## config.mk

```make
export PLATFORM = sky130hd
export DESIGN_NAME = alu_cmd_sequencer
export DESIGN_NICKNAME = d
export VERILOG_FILES = /design/src/rtl/alu_cmd_sequencer.sv
export SDC_FILE = /design/constraint.sdc
export NUM_CORES = 1
export LEC_CHECK = 0
export ABC_AREA = 1
export CORE_UTILIZATION = 50
export CTS_CLUSTER_DIAMETER = 150
export DETAILED_ROUTE_END_ITERATION = 10
export GPL_ROUTABILITY_DRIVEN = 0
export PLACE_DENSITY = 0.77
export SYNTH_ARGS = -nofsm -noshare
export SYNTH_HDL_FRONTEND = slang
export SYNTH_SLANG_ARGS = --single-unit
```

## constraint.sdc

```tcl
create_clock -name clk -period 8.1 [get_ports clk]
set_clock_uncertainty 0.15 [all_clocks]
set_input_delay 1.215 -clock clk [delete_from_list [all_inputs] [get_ports clk]]
set_output_delay 1.215 -clock clk [all_outputs]
set_load 0.01 [all_outputs]
```

## src/rtl/alu_cmd_sequencer.sv

```systemverilog
// Command front-end for the 16-bit ALU: buffers {opcode, A, B} words in a FIFO, issues legal
// opcodes to the ALU, filters NOP/RST/illegal locally and returns results on valid/ready.
module alu_cmd_sequencer #(
  parameter int unsigned DEPTH   = 4,
  parameter int unsigned ALU_LAT = 0
) (
  input  logic        clk,
  input  logic        rst_n,
  input  logic [35:0] cmd_data_i,
  input  logic        cmd_valid_i,
  output logic        cmd_ready_o,
  output logic [15:0] alu_a_o,
  output logic [15:0] alu_b_o,
  output logic [3:0]  alu_opcode_o,
  input  logic [15:0] alu_result_i,
  output logic [15:0] res_data_o,
  output logic [3:0]  res_op_o,
  output logic        res_err_o,
  output logic        res_valid_o,
  input  logic        res_ready_i,
  output logic [7:0]  err_count_o
);

  localparam int unsigned PtrW  = (DEPTH > 1) ? $clog2(DEPTH) : 1;
  localparam int unsigned CntW  = $clog2(DEPTH + 1);
  localparam int unsigned WaitW = (ALU_LAT > 0) ? $clog2(ALU_LAT + 1) : 1;

  typedef enum logic [1:0] {StIdle, StExec, StOut} state_e;

  logic [35:0]      mem_q [DEPTH];
  logic [PtrW-1:0]  wr_ptr_q, rd_ptr_q;
  logic [CntW-1:0]  count_q, count_d;
  state_e           state_q, state_d;
  logic [WaitW-1:0] wait_q, wait_d;
  logic [15:0]      alu_a_q, alu_a_d, alu_b_q, alu_b_d, res_data_q, res_data_d;
  logic [3:0]       alu_op_q, alu_op_d, res_op_q, res_op_d;
  logic             res_err_q, res_err_d;
  logic [7:0]       err_cnt_q, err_cnt_d;
  logic             push, pop;
  logic [35:0]      head;

  assign cmd_ready_o = (count_q < CntW'(DEPTH));
  assign push        = cmd_valid_i && cmd_ready_o;
  assign head        = mem_q[rd_ptr_q];
  assign count_d     = count_q + CntW'(push) - CntW'(pop);

  always_comb begin
    state_d    = state_q;
    wait_d     = wait_q;
    alu_a_d    = alu_a_q;
    alu_b_d    = alu_b_q;
    alu_op_d   = alu_op_q;
    res_data_d = res_data_q;
    res_op_d   = res_op_q;
    res_err_d  = res_err_q;
    err_cnt_d  = err_cnt_q;
    pop        = 1'b0;
    unique case (state_q)
      StIdle: begin
        if (count_q != '0) begin
          pop = 1'b1;
          case (head[35:32])
            4'b0000: ; // NOP: dropped without a result
            4'b0001: begin
              res_data_d = '0;
              res_op_d   = 4'b0001;
              res_err_d  = 1'b0;
              err_cnt_d  = '0;
              state_d    = StOut;
            end
            4'b0100, 4'b0101, 4'b1000, 4'b1001,
            4'b1010, 4'b1011, 4'b1100, 4'b1101: begin
              alu_a_d  = head[31:16];
              alu_b_d  = head[15:0];
              alu_op_d = head[35:32];
              wait_d   = WaitW'(ALU_LAT);
              state_d  = StExec;
            end
            default: begin
              res_data_d = '0;
              res_op_d   = head[35:32];
              res_err_d  = 1'b1;
              if (err_cnt_q != 8'hFF) err_cnt_d = err_cnt_q + 8'd1;
              state_d    = StOut;
            end
          endcase
        end
      end
      StExec: begin
        if (wait_q != '0) begin
          wait_d = wait_q - WaitW'(1);
        end else begin
          res_data_d = alu_result_i;
          res_op_d   = alu_op_q;
          res_err_d  = 1'b0;
          state_d    = StOut;
        end
      end
      StOut: begin
        if (res_ready_i) state_d = StIdle;
      end
      default: state_d = StIdle;
    endcase
  end

  always_ff @(posedge clk) begin
    if (push) mem_q[wr_ptr_q] <= cmd_data_i;
  end

  always_ff @(posedge clk) begin
    if (!rst_n) begin
      wr_ptr_q   <= '0;
      rd_ptr_q   <= '0;
      count_q    <= '0;
      state_q    <= StIdle;
      wait_q     <= '0;
      alu_a_q    <= '0;
      alu_b_q    <= '0;
      alu_op_q   <= 4'b0000;
      res_data_q <= '0;
      res_op_q   <= 4'b0000;
      res_err_q  <= 1'b0;
      err_cnt_q  <= '0;
    end else begin
      if (push) wr_ptr_q <= wr_ptr_q + PtrW'(1);
      if (pop)  rd_ptr_q <= rd_ptr_q + PtrW'(1);
      count_q    <= count_d;
      state_q    <= state_d;
      wait_q     <= wait_d;
      alu_a_q    <= alu_a_d;
      alu_b_q    <= alu_b_d;
      alu_op_q   <= alu_op_d;
      res_data_q <= res_data_d;
      res_op_q   <= res_op_d;
      res_err_q  <= res_err_d;
      err_cnt_q  <= err_cnt_d;
    end
  end

  assign alu_a_o      = alu_a_q;
  assign alu_b_o      = alu_b_q;
  assign alu_opcode_o = alu_op_q;
  assign res_data_o   = res_data_q;
  assign res_op_o     = res_op_q;
  assign res_err_o    = res_err_q;
  assign res_valid_o  = (state_q == StOut);
  assign err_count_o  = err_cnt_q;

endmodule

```

==> results.sh <==
export IMPL_synth_top_family_by_area="simple AND/OR/NAND/NOR gates"
export IMPL_holdPathStages=2
export IMPL_synth_area_per_cell_um2=10.98
export IMPL_clk_pin_slew_ps=60
export IMPL_ir_drop_v=0.0002052
export IMPL_drt_iter0_drc=443
export IMPL_crit_path_max_fanout=75
export IMPL_yosysUniqueCellTypes=33
export IMPL_antenna_left=0
export IMPL_setup_tns_ps=0
export IMPL_grt_first_pass_wirelength_mm=29.49
export IMPL_switching_power_mw=1.293
export IMPL_synth_seq_cells=220
export IMPL_viasPerCell=5.386
export IMPL_diodes=0
export IMPL_pin_count=123
export IMPL_h_tree_depth=1
export IMPL_seq_area_frac_synth_pct=68.41
export IMPL_syn_area_um2=8544
export IMPL_post_cts_buffers=0
export IMPL_swShare_pct=34.57
export IMPL_cts_made_buffers=23
export IMPL_whs_ps=317.8
export IMPL_place_hpwl_mm=10.67
export IMPL_fin_util_pct=64.00
export IMPL_synthAdderAreaFrac_pct=1.259
export IMPL_yosys_area_top_type="edfxtp_1"
export IMPL_period_share_pct=45.19
export IMPL_yosys_top_cells_area="edfxtp_1 (51%), dfxtp_1 (18%), nor2_1 (6.9%)"
export IMPL_pwr_share_comb_pct=32.3
export IMPL_clkPwrFrac_pct=28.8
export IMPL_wl_per_cell_um=16.57
export IMPL_arrival_ps=3900
export IMPL_dr_wl_met3_um=886
export IMPL_synth_area_mux_share_pct=0
export IMPL_critPathKind="flip-flop to flip-flop"
export IMPL_critPathCaptureType="flip-flop"
export IMPL_yosysWarningCount=0
export IMPL_slew_limit_headroom_pct=20.09
export IMPL_synth_compound_area_share_pct=11.30
export IMPL_clkLatencyLatePin_ps=500
export IMPL_hold_viol=0
export IMPL_synth_xor_xnor_area_share_pct=0.6150
export IMPL_reg2regPathDepth=11
export IMPL_worstPathRequired_ps=8340
export IMPL_maxSlewViolCount=0
export IMPL_power_internal_mw=2.446
export IMPL_grt_pass1_vias=5790
export IMPL_p_leak_nw=3.804
export IMPL_firstDrtPassIters=5
export IMPL_track_usage_pct=20.98
export IMPL_io_buffers=122
export IMPL_area_delta_synth_final_pct=24.64
export IMPL_dp_cells=1081
export IMPL_cts_root_buf="clkbuf_16"
export IMPL_status="completed"
export IMPL_vias=6048
export IMPL_top_layer="met4"
export IMPL_core_area_um2=16640
export IMPL_routed_wl_mm=18.60
export IMPL_powerDensity_nw_per_um2=351.0
export IMPL_hp_class="flip-flop to flip-flop"
export IMPL_pwr_share_seq_pct=38.9
export IMPL_ctsHoldBuffers=0
export IMPL_fp_dieH_um=132.7
export IMPL_wl_met2_mm=9.255
export IMPL_grt_ovfl_total=0
export IMPL_fin_crit_ps=3661
export IMPL_grt_max_degree=76
export IMPL_fin_nets=950
export IMPL_initial_core_util_pct=51.34
export IMPL_clock_path_buffers=3
export IMPL_drive_above_1_share_pct=7.198
export IMPL_post_cts_resized=0
export IMPL_cap_violations=0
export IMPL_max_clock_freq_mhz=273.2
export IMPL_synth_nets=842
export IMPL_die_area_um2=17620
export IMPL_critPathLaunchType="flip-flop"
export IMPL_worstMarginPinSlew_ps=1199
export IMPL_die_w_um=132.7
export IMPL_yosys_area_share_simple_pct=14.29
export IMPL_drc=0
export IMPL_num_rows=47
export IMPL_setup_violations=0
export IMPL_drt_met1_wl_mm=8.089
export IMPL_synthCells=778
export IMPL_stdcell_count=1123
export IMPL_antenna_found_initial=0
export IMPL_clock_sinks=220
export IMPL_cts_tree="built"
export IMPL_netlist_area_leader_share_pct=50.61
export IMPL_rsz0062_at_grt="false"
worst max-delay path: stages, from the launching register on:
cell and delay [ps]:
dfxtp_2 310, buf_4 340, inv_2 950, nand2_1 180, nand3_1 180, nand2_2 100, nand2_4 110, nand2_4 100
nor2_8 490, inv_4 330, nor2_1 190, nor2_1 60
logic make-up after synthesis:
family / count (synthesis)
DFF: 220
AOI/OAI and AO/OA: 185
buffers and inverters: 74
and+or+nand+nor: 285
xor gates and xnor gates: 6
adders and majority gates: 8
area by class of cell:
| type | count | area (µm²) |
|---|---|---|
| clock buffers | 29 | 629.4 |
| clock inverters | 13 | 158.9 |
| fillers | 1271 | 5992 |
| inverters | 32 | 123.9 |
| multi-input cells | 484 | 2377 |
| flip-flops and latches | 220 | 5847 |
| well taps | 220 | 275.3 |
| repair buffers | 125 | 1239 |
cell usage in the layout (no fill, tap or decap), types with 2 or more instances in the layout:
| cell type | n |
|---|---|
| nor2_1 | 152 |
| edfxtp_1 | 144 |
| clkdlybuf4s50_1 | 121 |
| o21ai_0 | 110 |
| nand2_1 | 76 |
| dfxtp_1 | 75 |
| nand3_1 | 36 |
| a21oi_1 | 34 |
| o22ai_1 | 32 |
| inv_1 | 26 |
| clkbuf_16 | 23 |
| o21ai_1 | 9 |
| ha_1 | 7 |
| nor2_4 | 5 |
| clkinv_2 | 5 |
| nand2_2 | 4 |
| clkinv_1 | 4 |
| xnor2_1 | 4 |
| clkbuf_8 | 3 |
| bufinv_16 | 3 |
| buf_4 | 3 |
| inv_2 | 2 |
| nand2_4 | 2 |
| nand3_4 | 2 |
| nor2_2 | 2 |
| nand4_1 | 2 |
| xor2_1 | 2 |
| inv_6 | 2 |
| clkbuf_1 | 2 |
Yosys cell counts:
master,instances
o21ai_1,9
xnor2_1,4
buf_6,7
nand3_4,2
inv_1,26
nand4_1,2
o21ai_0,110
nand2_2,4
nor2_2,2
fa_1,1
clkinv_2,1
a21oi_1,34
nand3_2,1
nand2_1,76
xor2_1,2
inv_4,1
clkbuf_1,25
clkinv_1,2
inv_2,2
o22ai_1,32
nor2_1,156
buf_4,3
ha_1,7
nand3_1,36
nor2_4,1
nand2_4,2
buf_1,2
nor3_1,1
edfxtp_1,144
dfxtp_1,76
nor3_4,1
nor2_8,1
buf_2,5
state kept, by name (all words and copies together), names as in the netlist, named ones only:
name	count
alu_a_o	16
alu_b_o	16
alu_opcode_o	4
count_q	3
err_count_o	8
mem_q	144
rd_ptr_q	2
res_data_o	16
res_err_o	1
res_op_o	4
state_q	2
wr_ptr_q	2
per-stage QoR:
stage | setup WS (ps) | power (mW) | area (µm²)
floorplan | 4611 | 2.303 | 8544
global placement | 4583 | 2.634 | 9862
detailed placement | 4443 | 2.678 | 9862
CTS | 4414 | 3.760 | 10650
global route | 4079 | 3.949 | 10650
finish | 4439 | 3.739 | 10650
power groups by stage:
stage	clock network [mW]	logic [mW]	registers, mW
3_5_place_dp	0	1.20	1.48
3_3_place_gp	0	1.16	1.47
4_1_cts	1.09	1.22	1.45
6_report	1.08	1.21	1.45
5_1_grt	1.14	1.34	1.47
2_1_floorplan	0	0.798	1.50
final timing paths:
check,startpoint,to,slack [ps]
max,flip-flop,alu_b_o[4]$_SDFFE_PN0P_,4440
min reg2reg,res_err_o$_SDFFE_PN0P_,res_err_o$_SDFFE_PN0P_,320
max reg2reg,flip-flop,alu_b_o[4]$_SDFFE_PN0P_,4440
min,res_err_o$_SDFFE_PN0P_,res_err_o$_SDFFE_PN0P_,320
metal layers:
layer	track usage [%]	vias to the layer above
met1	27.79	2898
li1	-	2933
met2	35.82	181
met3	2.874	36
met4	6.705	0
met5	0	-
(Power assumes the default switching activity.)
